--- src/rtl/dma_pkg.sv ---
// Shared DMA definitions: engine state encoding, config register map and CTRL bit positions.
package dma_pkg;
    typedef enum logic [2:0] {
        IDLE,
        RD_REQ,
        RD_WAIT,
        WR_REQ,
        WR_WAIT,
        DONE
    } dma_state_e;

    localparam int DMA_REG_SRC     = 0;
    localparam int DMA_REG_DST     = 1;
    localparam int DMA_REG_CTRL    = 2;
    localparam int DMA_CTRL_START  = 31;
    localparam int DMA_CTRL_IRQ_EN = 30;
    localparam int DMA_LEN_W       = 16;

    function automatic logic [31:0] word_align(input logic [31:0] a);
        return {a[31:2], 2'b00};
    endfunction
endpackage

--- src/rtl/dma_copy_engine_if.sv ---
// DATA_BUS: single-outstanding req/gnt bus, every granted access answered by one rvalid.
interface DATA_BUS;
    logic        req;
    logic        we;
    logic [31:0] addr;
    logic [3:0]  be;
    logic [31:0] wdata;
    logic        gnt;
    logic        rvalid;
    logic [31:0] rdata;
    logic        err;

    modport Master (output req, we, addr, be, wdata, input gnt, rvalid, rdata, err);
    modport Slave  (input req, we, addr, be, wdata, output gnt, rvalid, rdata, err);
endinterface

--- src/rtl/dma_copy_engine.sv ---
// Word-copy DMA engine: read one word from SRC, write it to DST, repeat LEN times.
module dma_copy_engine
    import dma_pkg::*;
#(
    parameter int LEN_W = DMA_LEN_W,
    parameter int N_CFG = 3
) (
    input  logic                  clk,
    input  logic                  rst,
    input  logic [N_CFG-1:0][31:0] cfg_i,
    output logic                  busy_o,
    output logic                  done_o,
    output logic                  err_o,
    output logic                  irq_o,
    DATA_BUS.Master               dmst
);
    dma_state_e       state_q, state_d;
    logic             start_q;
    logic [31:0]      src_q, src_d, dst_q, dst_d, buf_q, buf_d;
    logic [LEN_W-1:0] cnt_q, cnt_d;
    logic             irq_en_q, irq_en_d, err_q, err_d, irq_q, irq_d;
    logic             start_edge;

    logic unused_cfg;
    assign unused_cfg = ^cfg_i[DMA_REG_CTRL][DMA_CTRL_IRQ_EN-1:LEN_W];

    assign start_edge = cfg_i[DMA_REG_CTRL][DMA_CTRL_START] & ~start_q;

    always_ff @(posedge clk) begin
        if (rst) begin
            state_q  <= IDLE;
            start_q  <= 1'b0;
            src_q    <= '0;
            dst_q    <= '0;
            buf_q    <= '0;
            cnt_q    <= '0;
            irq_en_q <= 1'b0;
            err_q    <= 1'b0;
            irq_q    <= 1'b0;
        end else begin
            state_q  <= state_d;
            start_q  <= cfg_i[DMA_REG_CTRL][DMA_CTRL_START];
            src_q    <= src_d;
            dst_q    <= dst_d;
            buf_q    <= buf_d;
            cnt_q    <= cnt_d;
            irq_en_q <= irq_en_d;
            err_q    <= err_d;
            irq_q    <= irq_d;
        end
    end

    always_comb begin
        state_d  = state_q;
        src_d    = src_q;
        dst_d    = dst_q;
        buf_d    = buf_q;
        cnt_d    = cnt_q;
        irq_en_d = irq_en_q;
        err_d    = err_q;
        irq_d    = irq_q;
        case (state_q)
            IDLE: begin
                // Start edges outside IDLE fall through here unhandled, so they are dropped.
                if (start_edge) begin
                    src_d    = word_align(cfg_i[DMA_REG_SRC]);
                    dst_d    = word_align(cfg_i[DMA_REG_DST]);
                    cnt_d    = cfg_i[DMA_REG_CTRL][LEN_W-1:0];
                    irq_en_d = cfg_i[DMA_REG_CTRL][DMA_CTRL_IRQ_EN];
                    err_d    = 1'b0;
                    irq_d    = 1'b0;
                    state_d  = (cfg_i[DMA_REG_CTRL][LEN_W-1:0] == '0) ? DONE : RD_REQ;
                end
            end
            RD_REQ: if (dmst.gnt) state_d = RD_WAIT;
            RD_WAIT: begin
                if (dmst.rvalid) begin
                    buf_d = dmst.rdata;
                    if (dmst.err) begin
                        err_d   = 1'b1;
                        state_d = DONE;
                    end else begin
                        state_d = WR_REQ;
                    end
                end
            end
            WR_REQ: if (dmst.gnt) state_d = WR_WAIT;
            WR_WAIT: begin
                if (dmst.rvalid) begin
                    src_d = src_q + 32'd4;
                    dst_d = dst_q + 32'd4;
                    cnt_d = cnt_q - LEN_W'(1);
                    if (dmst.err) begin
                        err_d   = 1'b1;
                        state_d = DONE;
                    end else if (cnt_q == LEN_W'(1)) begin
                        state_d = DONE;
                    end else begin
                        state_d = RD_REQ;
                    end
                end
            end
            DONE: begin
                if (irq_en_q) irq_d = 1'b1;
                state_d = IDLE;
            end
            default: state_d = IDLE;
        endcase
    end

    // Bus outputs decode from registered state only, so they hold steady until gnt.
    assign dmst.req   = (state_q == RD_REQ) || (state_q == WR_REQ);
    assign dmst.we    = (state_q == WR_REQ);
    assign dmst.addr  = (state_q == WR_REQ) ? dst_q : src_q;
    assign dmst.be    = 4'hF;
    assign dmst.wdata = buf_q;

    assign busy_o = (state_q != IDLE) && (state_q != DONE);
    assign done_o = (state_q == DONE);
    assign err_o  = err_q;
    assign irq_o  = irq_q;
endmodule

--- src/flat_wrapper.sv ---
// flat-port wrapper written by rule: the top's interface ports become plain ports
module dma_copy_engine_flat import dma_pkg::*;
#(
    parameter int LEN_W = DMA_LEN_W,
    parameter int N_CFG = 3
)
  (clk, rst, cfg_i, busy_o, done_o, err_o, irq_o, dmst_req, dmst_we, dmst_addr, dmst_be, dmst_wdata, dmst_gnt, dmst_rvalid, dmst_rdata, dmst_err);
  DATA_BUS dmst_i ();
  input  logic clk;
  input  logic rst;
  input  logic [N_CFG-1:0][31:0] cfg_i;
  output logic busy_o;
  output logic done_o;
  output logic err_o;
  output logic irq_o;
  output wire logic [$bits(dmst_i.req)-1:0] dmst_req;
  output wire logic [$bits(dmst_i.we)-1:0] dmst_we;
  output wire logic [$bits(dmst_i.addr)-1:0] dmst_addr;
  output wire logic [$bits(dmst_i.be)-1:0] dmst_be;
  output wire logic [$bits(dmst_i.wdata)-1:0] dmst_wdata;
  input wire logic [$bits(dmst_i.gnt)-1:0] dmst_gnt;
  input wire logic [$bits(dmst_i.rvalid)-1:0] dmst_rvalid;
  input wire logic [$bits(dmst_i.rdata)-1:0] dmst_rdata;
  input wire logic [$bits(dmst_i.err)-1:0] dmst_err;
  assign dmst_req = dmst_i.req;
  assign dmst_we = dmst_i.we;
  assign dmst_addr = dmst_i.addr;
  assign dmst_be = dmst_i.be;
  assign dmst_wdata = dmst_i.wdata;
  assign dmst_i.gnt = dmst_gnt;
  assign dmst_i.rvalid = dmst_rvalid;
  assign dmst_i.rdata = dmst_rdata;
  assign dmst_i.err = dmst_err;
  dma_copy_engine #(.LEN_W(LEN_W), .N_CFG(N_CFG)) u_core (.clk(clk), .rst(rst), .cfg_i(cfg_i), .busy_o(busy_o), .done_o(done_o), .err_o(err_o), .irq_o(irq_o), .dmst(dmst_i));
endmodule
--- config.mk ---
export PLATFORM = sky130hd
export DESIGN_NAME = dma_copy_engine_flat
export DESIGN_NICKNAME = d
export VERILOG_FILES = /design/src/rtl/dma_pkg.sv /design/src/rtl/dma_copy_engine_if.sv /design/src/rtl/dma_copy_engine.sv /design/src/flat_wrapper.sv
export SDC_FILE = /design/constraint.sdc
export NUM_CORES = 1
export LEC_CHECK = 0
export BUFFER_PORTS_ARGS = -buffer_cell sky130_fd_sc_hd__buf_2
export CAP_MARGIN = 20
export CORE_MARGIN = 2
export CORE_UTILIZATION = 42
export DETAILED_ROUTE_END_ITERATION = 16
export GPL_TIMING_DRIVEN = 0
export PLACE_DENSITY = 0.67
export SYNTH_ARGS = -nofsm -noshare
export SYNTH_HDL_FRONTEND = slang
export SYNTH_SLANG_ARGS = --single-unit
--- constraint.sdc ---
create_clock -name clk -period 4.2 [get_ports clk]
set_clock_uncertainty 0.2 [all_clocks]
set_input_delay 0.84 -clock clk [delete_from_list [all_inputs] [get_ports clk]]
set_output_delay 0.84 -clock clk [all_outputs]
set_load 0.05 [all_outputs]
==> Word level (Yosys, flattened, before mapping) <==
Index checks and enable logic that the tools add are counted.
{ "word_totals": {"register_bits": 119, "input_bits": 133, "elab_cells": 70, "out_inout_bits": 74} }
{ "op_classes": {"n_mux": 26, "bitwise_logic": 2, "n_addsub": 3, "eq_ne": 15, "n_reduce_logical": 15} }
{ "op_table": {"columns": ["cell", "n"], "rows": [
  ["$mux 32", 5],
  ["$pmux 32 s2", 2],
  ["$add 32x3->32 const B", 2],
  ["$mux 16", 2],
  ["$pmux 16 s2", 1],
  ["$mux 3", 9],
  ["$eq 16x1->1 const B", 1],
  ["$logic_not 16->1", 1],
  ["$sub 16x1->16 const B", 1],
  ["$pmux 3 s5", 1],
  ["$ne 2x1->1 const B", 5],
  ["$eq 3x2->1 const B", 2],
  ["$eq 3x3->1 const B", 2],
  ["$ne 2x2->1 const B", 3],
  ["$reduce_and 3->1", 2],
  ["$reduce_bool 2->1", 3],
  ["$reduce_and 5->1", 1],
  ["$mux 1", 4],
  ["$pmux 1 s2", 2],
  ["$reduce_and 2->1", 2],
  ["$reduce_and 4->1", 1],
  ["$eq 3x1->1 const B", 1],
  ["$logic_not 3->1", 1],
  ["$ne 3x3->1 const B", 1],
  ["6 further kinds", 6]
]} }

==> Depth between registers and ports, before layout <==
{ "depth": {"word_depth": 5, "mapped_depth": 9, "ltp_nobuf": 7} }

==> Least setup slack after synthesis <==
Ideal clock, no wire load.
{ "synth_path": {"path_type": "flip-flop to output port", "start": "reg u_core.state_q[0]", "end": "out dmst_addr[13]", "required_time_ns": 3.160, "path_buffers": 2, "arrival_time_ns": 3.068, "setup_slack_ns": 0.092, "path_stages_with_launch": 7, "path_cell_list": "dfxtp_1 -> buf_2 -> inv_1 -> nor2_1 -> nand2_1 -> clkbuf_1 -> o21ai_0"} }
{ "synth_via": {"elab_chain_len": 2} }
{ "synth_lines": {"columns": ["item", "line_no", "text"], "rows": [
  ["start, declared", "dma_copy_engine.sv:17", "dma_state_e state_q, state_d;"],
  ["start signal, assigned", "dma_copy_engine.sv:41", "state_q <= state_d;"],
  ["$eq 3x2->1", "dma_copy_engine.sv:114", "assign dmst.addr = (state_q == WR_REQ) ? dst_q : src_q;"],
  ["$mux 32", "dma_copy_engine.sv:114", null],
  ["end, declared", "flat_wrapper.sv:18", "output wire logic [$bits(dmst_i.addr)-1:0] dmst_addr;"]
]} }
No other way between the ends.

==> Worst setup path after layout <==
{ "layout_path": {"start": "reg u_core.state_q[1]", "end": "out dmst_addr[13]"} }
The elaborated chain is that of the path after synthesis.

==> metrics <==
status finished, final reports clean; yosys synthesis warning count 0; RSZ-0062 raised after global routing false; Slew Limit Fails 0; Max Fanout on Critical Path 10; syn_area_per_cell 7.484 um^2; part of the Yosys area used for sequential elements 0.3411; FF+latch count, synth 115; most frequent cells in the layout buf_2, nand2_1, dfxtp_1; part of the cycle the worst path needs 0.9124; simple-gate area share of the yosys netlist 0.2832; # diodes 0; initial core utilization 0.4280; Detailed Route Iter0 Violations 1088; clock slew seen by the registers of the worst setup and hold paths 60 ps; WL final 27140 um; grt total ovfl 0; die area 0.01710 mm^2; layout cells sized above 1 0.2574; netlist area before placement 0.006750 mm^2; DR vias/cell 6.042; Pwr per Cell Area 584.9 mW/mm^2; Synth Area in Compound Gates 0.2497; async set-reset flop share out of synthesis 0; Cells after Synth 902; MaxCap Viol Count 0; Worst Hold Margin 250.3 ps; Bufs on Longest Clock Path 2; # fillers 1582; Worst Path Required 3160 ps; # hold bufs at CTS 0; largest family of logic cells by synthesized area simple AND/OR/NAND/NOR gates; setup TNS 0 ps; routability cong. 0.9595; Hold Crit Endpoint u_core.dmst.wdata[9]$_SDFFE_PP0P_; CP endpoint kind output port; drt first pass iters 7; xor/xnor share of the synthesized area 0.001297; clock tree from TritonCTS done; Core Box Area 0.01577 mm^2; nets 1243; Syn-to-layout area delta 25.82%; number of flops mapped to enable cells by yosys 0; Port-buffer cells 181; Pleak 3.489 nW; total CTS buffers 17; Slew headroom 0.3248; startpoint class of the critical path flop; Routed WL per cell 20.33 um; Synth Area in Adders 0.007414; worst vdd ir 336.6 uV; DP Worst Slack 873.9 ps; Worst Tran Pin Value 1007 ps; Hold Crit Depth 2; final worst slack 367.9 ps; clock root buffer clkbuf_16; first-pass GRT wire length 39790 um; HP Class flop to flop; main flop type after synthesis dfxtp_1; fmax 0.2610 GHz; final number of hold-violating endpoints 0; initial antenna violation count 0; mux contribution to synthesized area 0.05357; Tot GR Track Use 0.3100; htree depth 4; Crit Path Category flop to output port; # rows 46; Hold Path Origin u_core.dmst.wdata[9]$_SDFFE_PP0P_; Critical R2R Capture u_core.dst_q[8]$_SDFFE_PP0P_; clk sinks 115; Remaining DRCs 0; largest net degree at the start of global routing 17; post-DP HPWL 19150 um; r2r setup slk 1440 ps; Post-DRT Antenna Nets 0; Tmin final 3832 ps; # IOs 207; Post-CTS Setup Bufs 0; # setup viols final 0; CTS resizes 0; r2r worst-path depth 7; Netlist cell types 72; vias in the first global route 7153; clk_lat worst skew 430 ps; crit path DAT 2790 ps; Die Y 130.8 um; worst r2r src u_core.state_q[1]$_SDFFE_PP0P_; commonest non-fill, non-tap cell in the layout buf_2; die width 130.8 um; total number of vias 8066
## cell type report
class / instances / area [um^2] / share of cell area
buffer: 74 / 362.8 / 0.04272
clock buffer: 18 / 429.2 / 0.05053
clock inverter: 14 / 117.6 / 0.01385
inverter: 16 / 60.06 / 0.007071
multi-input combinational: 701 / 4045 / 0.4763
sequential: 115 / 2302 / 0.2711
tap: 216 / 270.3 / 0.03182
timing repair buffer: 181 / 905.9 / 0.1067
## power by group
part | leakage (nW) | total [W] | switching [W] | internal (W)
combinational | 2.28 | 0.00206 | 0.00144 | 0.000629
clock | 0.268 | 0.00136 | 0.000594 | 0.000770
sequential | 0.940 | 0.00154 | 0.000247 | 0.00129
## cells by family (layout without fill, tap and decap cells)
logic type      Yosys count  in the layout
mux                      33             33
fa+ha+maj                 4              4
simple gates            384            384
compound gates          273            273
other cells               2              6
xor+xnor                  1              1
flops                   115            115
buf+inv                  90            303
## flip-flops by register name (all words and copies together) (netlist names)
name / count
u_core.cnt_q: 16
u_core.irq_en_q: 1
u_core.dmst.wdata: 32
u_core.irq_o: 1
u_core.dst_q: 30
u_core.state_q: 3
u_core.start_q: 1
u_core.err_o: 1
u_core.src_q: 30
## worst max-delay path, cell delays in order (launching register included)
cell and delay, ps:
dfxtp_1 300, buf_2 170, clkbuf_1 420, nand2_1 450, clkbuf_1 380, o21ai_0 320, buf_2 320
## synth_stat cells, drive strengths merged (7+ instances only)
| master | n | area [um^2] |
|---|---|---|
| nand2 | 157 | 589.3 |
| dfxtp | 115 | 2302 |
| a21oi | 106 | 530.5 |
| o21ai | 66 | 330.3 |
| nor2 | 61 | 236.5 |
| clkbuf | 43 | 162.7 |
| nand3 | 34 | 170.2 |
| buf | 31 | 200.2 |
| nor3 | 28 | 140.1 |
| mux2 | 25 | 281.5 |
| nor4 | 20 | 146.4 |
| and3 | 19 | 118.9 |
| inv | 16 | 60.06 |
| nand4 | 16 | 142.6 |
| a211oi | 12 | 95.09 |
| a311oi | 10 | 87.58 |
| a22oi | 9 | 67.56 |
| a31oi | 9 | 56.30 |
| mux2i | 8 | 80.08 |
| o41ai | 8 | 77.58 |
| or3 | 7 | 43.79 |
## how the worst max path moves through the flow
stage | start | endpoint | slack, ps | depth (start not counted)
after floorplan | u_core.state_q[0]$_SDFFE_PP0P_ | dmst_addr[13] | 90 | 6
after global placement | u_core.state_q[1]$_SDFFE_PP0P_ | dmst_addr[13] | 850 | 6
after detailed placement | u_core.state_q[1]$_SDFFE_PP0P_ | dmst_addr[13] | 870 | 6
after CTS | u_core.state_q[1]$_SDFFE_PP0P_ | dmst_addr[13] | 420 | 6
after global routing | u_core.state_q[1]$_SDFFE_PP0P_ | dmst_addr[6] | 220 | 6
final | u_core.state_q[1]$_SDFFE_PP0P_ | dmst_addr[13] | 370 | 6
## stage by stage
| step | power, W | area [um^2] | std cells | utilization |
|---|---|---|---|---|
| floorplan | 0.002896 | 6765 | 906 | - |
| global placement | 0.003534 | 7941 | 1303 | 0.5036 |
| detailed placement | 0.003539 | 7946 | 1303 | 0.5039 |
| CTS | 0.004898 | 8493 | 1335 | 0.5386 |
| global route | 0.005167 | 8493 | 1335 | 0.5386 |
| finish | 0.004968 | 8493 | 1335 | 0.5386 |
## layer usage
| metal | up-vias | global-route usage | wire [um] |
|---|---|---|---|
| li1 | 3709 | - | - |
| met1 | 3724 | 0.4094 | 10920 |
| met2 | 550 | 0.4727 | 11900 |
| met3 | 83 | 0.07410 | 3260 |
| met4 | 0 | 0.1589 | 1062 |
| met5 | - | 0 | 0 |
Power figures use the tool's default switching activity.
